--- src/rtl/prng_xoshiro128p_pkg.sv ---
// Shared types and jump polynomials for the xoshiro128+ jump engine.
package prng_xoshiro128p_pkg;

    localparam int unsigned WORD_W    = 32;
    localparam int unsigned NUM_WORDS = 4;
    localparam int unsigned STATE_W   = WORD_W * NUM_WORDS;
    localparam int unsigned IDX_W     = 7;
    localparam int unsigned LAST_IDX  = 127;

    // Word k of a state lives at index k, so the flattened bit number is 32*word + bit.
    typedef logic [NUM_WORDS-1:0][WORD_W-1:0] xo_state_t;

    typedef enum logic [1:0] {
        ST_IDLE  = 2'd0,
        ST_ACCUM = 2'd1,
        ST_LOAD  = 2'd2
    } jump_state_e;

    localparam xo_state_t JUMP_C = {
        32'h77f2db5b, 32'h6fa035c3, 32'hf542d2d3, 32'h8764000b
    };

    localparam xo_state_t LONG_JUMP_C = {
        32'h1c580662, 32'hccf5a0ef, 32'h0b6f099f, 32'hb523952e
    };

    // Polynomial bit k: word k[6:5], bit k[4:0], which is flat bit k of the packed constant.
    function automatic logic jump_bit(input logic long_sel, input logic [IDX_W-1:0] idx);
        logic [STATE_W-1:0] flat;
        flat = long_sel ? STATE_W'(LONG_JUMP_C) : STATE_W'(JUMP_C);
        return flat[idx];
    endfunction

endpackage

--- src/rtl/prng_xoshiro128p_jump.sv ---
// Jump/long-jump engine: steps an external xoshiro128+ generator 128 times while
// accumulating selected states, then loads the accumulated state back as a seed.
module prng_xoshiro128p_jump
    import prng_xoshiro128p_pkg::*;
(
    input  logic        i_clk,
    input  logic        i_rstn,
    input  logic        i_start,
    input  logic        i_long,
    input  logic        i_cg,
    input  logic [31:0] i_s0,
    input  logic [31:0] i_s1,
    input  logic [31:0] i_s2,
    input  logic [31:0] i_s3,
    output logic        o_cg,
    output logic        o_seedValid,
    output logic [31:0] o_seedS0,
    output logic [31:0] o_seedS1,
    output logic [31:0] o_seedS2,
    output logic [31:0] o_seedS3,
    output logic        o_busy,
    output logic        o_done
);

    jump_state_e      state_q, state_d;
    logic [IDX_W-1:0] idx_q, idx_d;
    xo_state_t        acc_q, acc_d;
    logic             long_q, long_d;
    logic             done_q, done_d;
    xo_state_t        gen_s;

    assign gen_s = {i_s3, i_s2, i_s1, i_s0};

    // Next-state, accumulator update and generator-control decode.
    always_comb begin
        state_d     = state_q;
        idx_d       = idx_q;
        acc_d       = acc_q;
        long_d      = long_q;
        done_d      = 1'b0;
        o_cg        = i_cg;
        o_busy      = 1'b0;
        o_seedValid = 1'b0;

        unique case (state_q)
            ST_IDLE: begin
                if (i_start) begin
                    state_d = ST_ACCUM;
                    long_d  = i_long;
                    acc_d   = '0;
                    idx_d   = '0;
                end
            end
            ST_ACCUM: begin
                o_cg   = 1'b1;
                o_busy = 1'b1;
                if (jump_bit(long_q, idx_q)) begin
                    acc_d = acc_q ^ gen_s;
                end
                idx_d = IDX_W'(idx_q + IDX_W'(1));
                if (idx_q == IDX_W'(LAST_IDX)) begin
                    state_d = ST_LOAD;
                end
            end
            ST_LOAD: begin
                o_cg        = 1'b1;
                o_busy      = 1'b1;
                o_seedValid = 1'b1;
                done_d      = 1'b1;
                state_d     = ST_IDLE;
            end
            default: begin
                state_d = ST_IDLE;
            end
        endcase
    end

    // State registers with synchronous active-low reset.
    always_ff @(posedge i_clk) begin
        if (!i_rstn) begin
            state_q <= ST_IDLE;
            idx_q   <= '0;
            acc_q   <= '0;
            long_q  <= 1'b0;
            done_q  <= 1'b0;
        end else begin
            state_q <= state_d;
            idx_q   <= idx_d;
            acc_q   <= acc_d;
            long_q  <= long_d;
            done_q  <= done_d;
        end
    end

    assign o_done   = done_q;
    assign o_seedS0 = acc_q[0];
    assign o_seedS1 = acc_q[1];
    assign o_seedS2 = acc_q[2];
    assign o_seedS3 = acc_q[3];

endmodule

--- config.mk ---
export PLATFORM = sky130hd
export DESIGN_NAME = prng_xoshiro128p_jump
export DESIGN_NICKNAME = d
export VERILOG_FILES = /design/src/rtl/prng_xoshiro128p_pkg.sv /design/src/rtl/prng_xoshiro128p_jump.sv
export SDC_FILE = /design/constraint.sdc
export NUM_CORES = 1
export LEC_CHECK = 0
export ABC_AREA = 1
export CORE_MARGIN = 3
export CORE_UTILIZATION = 35
export CTS_CLUSTER_SIZE = 30
export DETAILED_ROUTE_END_ITERATION = 8
export PLACE_DENSITY_LB_ADDON = 0.15
export SLEW_MARGIN = 10
export SYNTH_ARGS = -nofsm -noshare
export SYNTH_HDL_FRONTEND = slang
export SYNTH_SLANG_ARGS = --single-unit
--- constraint.sdc ---
create_clock -name i_clk -period 2.2 [get_ports i_clk]
set_input_delay 0.44 -clock i_clk [delete_from_list [all_inputs] [get_ports i_clk]]
set_output_delay 0.44 -clock i_clk [all_outputs]
set_load 0.005 [all_outputs]
==> results.cfg <==
[detailed_routing]
vias_per_cell = 4.707
wl_microns = 27550
num_vias = 9000
drt_first_iter_violations = 506
drc = 0
ant_nets = 0
wl_per_cell_microns = 14.41
dr.pass1.iters = 5

[global_routing]
gr-usage-all-layers_pct = 18.08
grt_pass1_wl_microns = 39760
grt_max_degree = 68
grt.overflow.total = 0
grt_pass1_vias = 7867
antenna_found_initial = 0

[critical_path]
endpoint_kind = flop
critPathMaxFanout = 9
cp_cell_sequence = buf_8 -> ha_4 -> nor2_2 -> nand2_1 -> nand2_2 -> nand2_2 -> nand2_1 -> nand2_1 -> nand2_1 -> nand2_1 -> nor2_2 -> nor2_4 -> buf_12 -> nand2_4 -> clkbuf_16 -> nand3_1 -> nand2_1 -> nor2_1
critPathRequiredTime_ns = 2.52
slowest_stage = dfxtp_4
cp.arrival_ns = 2.52
cpMostUsedCell = nand2_1
slowest_delay_ns = 0.36
path_class = reg2reg
worstSetupStartpointType = flop

[cts]
cts_inserted_buffers = 17
clk_latency_ns = 0.43
clock_sinks = 139
cts_buffer_depth = 2
cts-root-buf = clkbuf_16
htreeDepth = 4
clk_pin_slew_ns = 0.07
cts-hold-fix-buffers = 0
cts_tree = yes

[finish]
fin_cells = 1912
antenna_cells = 0
drive_above_1_share_pct = 14.38
layout.nets = 1725
syn2layout_area_growth_pct = 54.68
post-route-util_pct = 56.14

[timing]
drv_slew = 0
maxSlewHeadroom_pct = 70.87
setup_slack_ns = 0.0004028
finalHoldViolCount = 0
setup_violations = 0
min_period_ns = 2.200
worst_slew_pin_slew_ns = 0.4370
clock.fmax_mhz = 454.6
skew_ns = 0.01201
whs_ns = 0.4510
timing.final.crit_share_pct = 99.98
rsz0062_at_grt = true
fin_tns_setup_ns = 0

[status]
outcome = finished, final reports clean

[die]
ios = 265
die_area_sq_um = 26700
start_util_pct = 36.30
num_rows = 56
dieWidth_microns = 163.4
fp.dieH_microns = 163.4
core_area_sq_um = 23890

[yosys]
synth.avg_cell_area_sq_um = 6.635
ys_seq_elements = 139
ys_seq_area_share_pct = 32.09
synth_top_area_share_pct = 32.09
synth_warnings = 0
syn_nets = 1452
netlist_instances = 1307
synth_cell_type_count = 25
syn-cell-area_sq_um = 8672
yosys-top-cells-area = dfxtp_1 32%, xnor2_1 13%, nor2_1 12%
yosys.area.top_type = dfxtp_1

[placement]
gp_congestion = 0.8282
io_buffers = 264
place_hpwl_microns = 16980
place_inst = 1846
pre_cts_ws_ns = -0.07500

[flow_run]
drv_cap = 0

[worst_hold_path]
hp-class = in2reg

[power]
ir_worst_vdd_uv = 351.9
p_leak_nw = 5.497
p_per_area_nw_per_um2 = 860.6
==> layout make-up <==
class                           instances  area [sq um]
Clock buffer                           19         432.9
Clock inverter                         13         155.1
Fill cell                            2257         10480
Inverter                              157         596.8
Multi-Input combinational cell        926          5236
Sequential cell                       139          2790
Tap cell                              319         399.1
Timing Repair Buffer                  339          3804
==> cell families (layout without fill, tap and decap cells) <==
family / Yosys count / count (layout) / share of synthesized area [%]
adders and majority gates: 12 / 12 / 1.731
AOI/OAI and AO/OA: 147 / 147 / 8.570
buffers and inverters: 248 / 528 / 13.39
DFF: 139 / 139 / 32.09
xor gates and xnor gates: 128 / 128 / 12.93
and+or+nand+nor: 633 / 639 / 31.29
==> critical path: cells and delay by family (launching register included) <==
kind | cells | cell delay [ns]
adder cells (fa/ha/maj) | 1 | 0.18
buffers and inverters | 3 | 0.51
flip-flops | 1 | 0.36
AND/OR/NAND/NOR | 14 | 1.06
==> cells in the mapped netlist (all sizes together) <==
| library cell | n |
|---|---|
| a21oi | 140 |
| a221oi | 1 |
| a31oi | 1 |
| buf | 47 |
| clkbuf | 44 |
| dfxtp | 139 |
| ha | 12 |
| inv | 157 |
| nand2 | 195 |
| nand3 | 159 |
| nand4 | 3 |
| nor2 | 272 |
| nor3 | 3 |
| o211ai | 1 |
| o21ai | 4 |
| or2 | 1 |
| xnor2 | 128 |
==> layout by cell type, fill, tap and decap left out, types with 5 or more instances in the layout <==
cell type / netlist / routed
inv_2: 2 / 5
clkdlybuf4s50_1: 0 / 262
nor2_2: 2 / 5
nand3_1: 137 / 130
a21oi_1: 140 / 90
clkinvlp_4: 0 / 5
inv_1: 155 / 149
nor2_1: 270 / 266
ha_1: 12 / 5
nand2_8: 0 / 6
buf_12: 0 / 20
clkbuf_16: 0 / 32
nand2_1: 193 / 183
a21oi_2: 0 / 45
ha_4: 0 / 6
a21oi_4: 0 / 5
buf_6: 27 / 11
dfxtp_1: 139 / 135
buf_4: 5 / 27
nand3_2: 22 / 29
xnor2_1: 128 / 128
nand2_2: 1 / 9
==> power breakdown <==
part | switching [mW] | leakage (nW) | internal (mW)
Clock | 1.23 | 0.271 | 1.70
Sequential | 0.449 | 1.15 | 2.98
Combinational | 2.35 | 4.08 | 2.83
==> registers in the layout, summed over array words and instances, names as in the netlist <==
signal,cells
idx_q,7
long_q,1
o_done,1
o_seedS0,32
o_seedS1,32
o_seedS2,32
o_seedS3,32
state_q,2
==> per-layer routing <==
| layer | GRT usage, % | part of all wire (%) |
|---|---|---|
| met1 | 24.45 | 46 |
| met2 | 29.05 | 47 |
| met3 | 3.830 | 5.8 |
| met4 | 5.344 | 1.4 |
| met5 | 0 | 0 |
==> worst paths after layout <==
kind         slack, ns                    start                        end  cells past startpoint
max             0.0004    idx_q[0]$_SDFFE_PN0P_  o_seedS1[24]$_SDFFE_PN0P_                     18
min               0.45                   i_rstn  o_seedS3[22]$_SDFFE_PN0P_                      3
max reg2reg     0.0004    idx_q[0]$_SDFFE_PN0P_  o_seedS1[24]$_SDFFE_PN0P_                     18
min reg2reg       0.49  state_q[0]$_SDFFE_PN0P_    state_q[0]$_SDFFE_PN0P_                      2
==> stage by stage <==
stage	total power, mW	area, sq um
after floorplan	6.045	8672
after global placement	7.773	11760
after detailed placement	7.835	11760
after CTS	10.93	12500
after global routing	12.33	13410
final	11.54	13410
==> timing repair <==
action                     CTS  global route
setup endpoints to repair  126           126
cloned                       3            27
buffers inserted             2             2
pin swaps                    2             9
gates resized for setup     20            95
(Power assumes the default switching activity.)
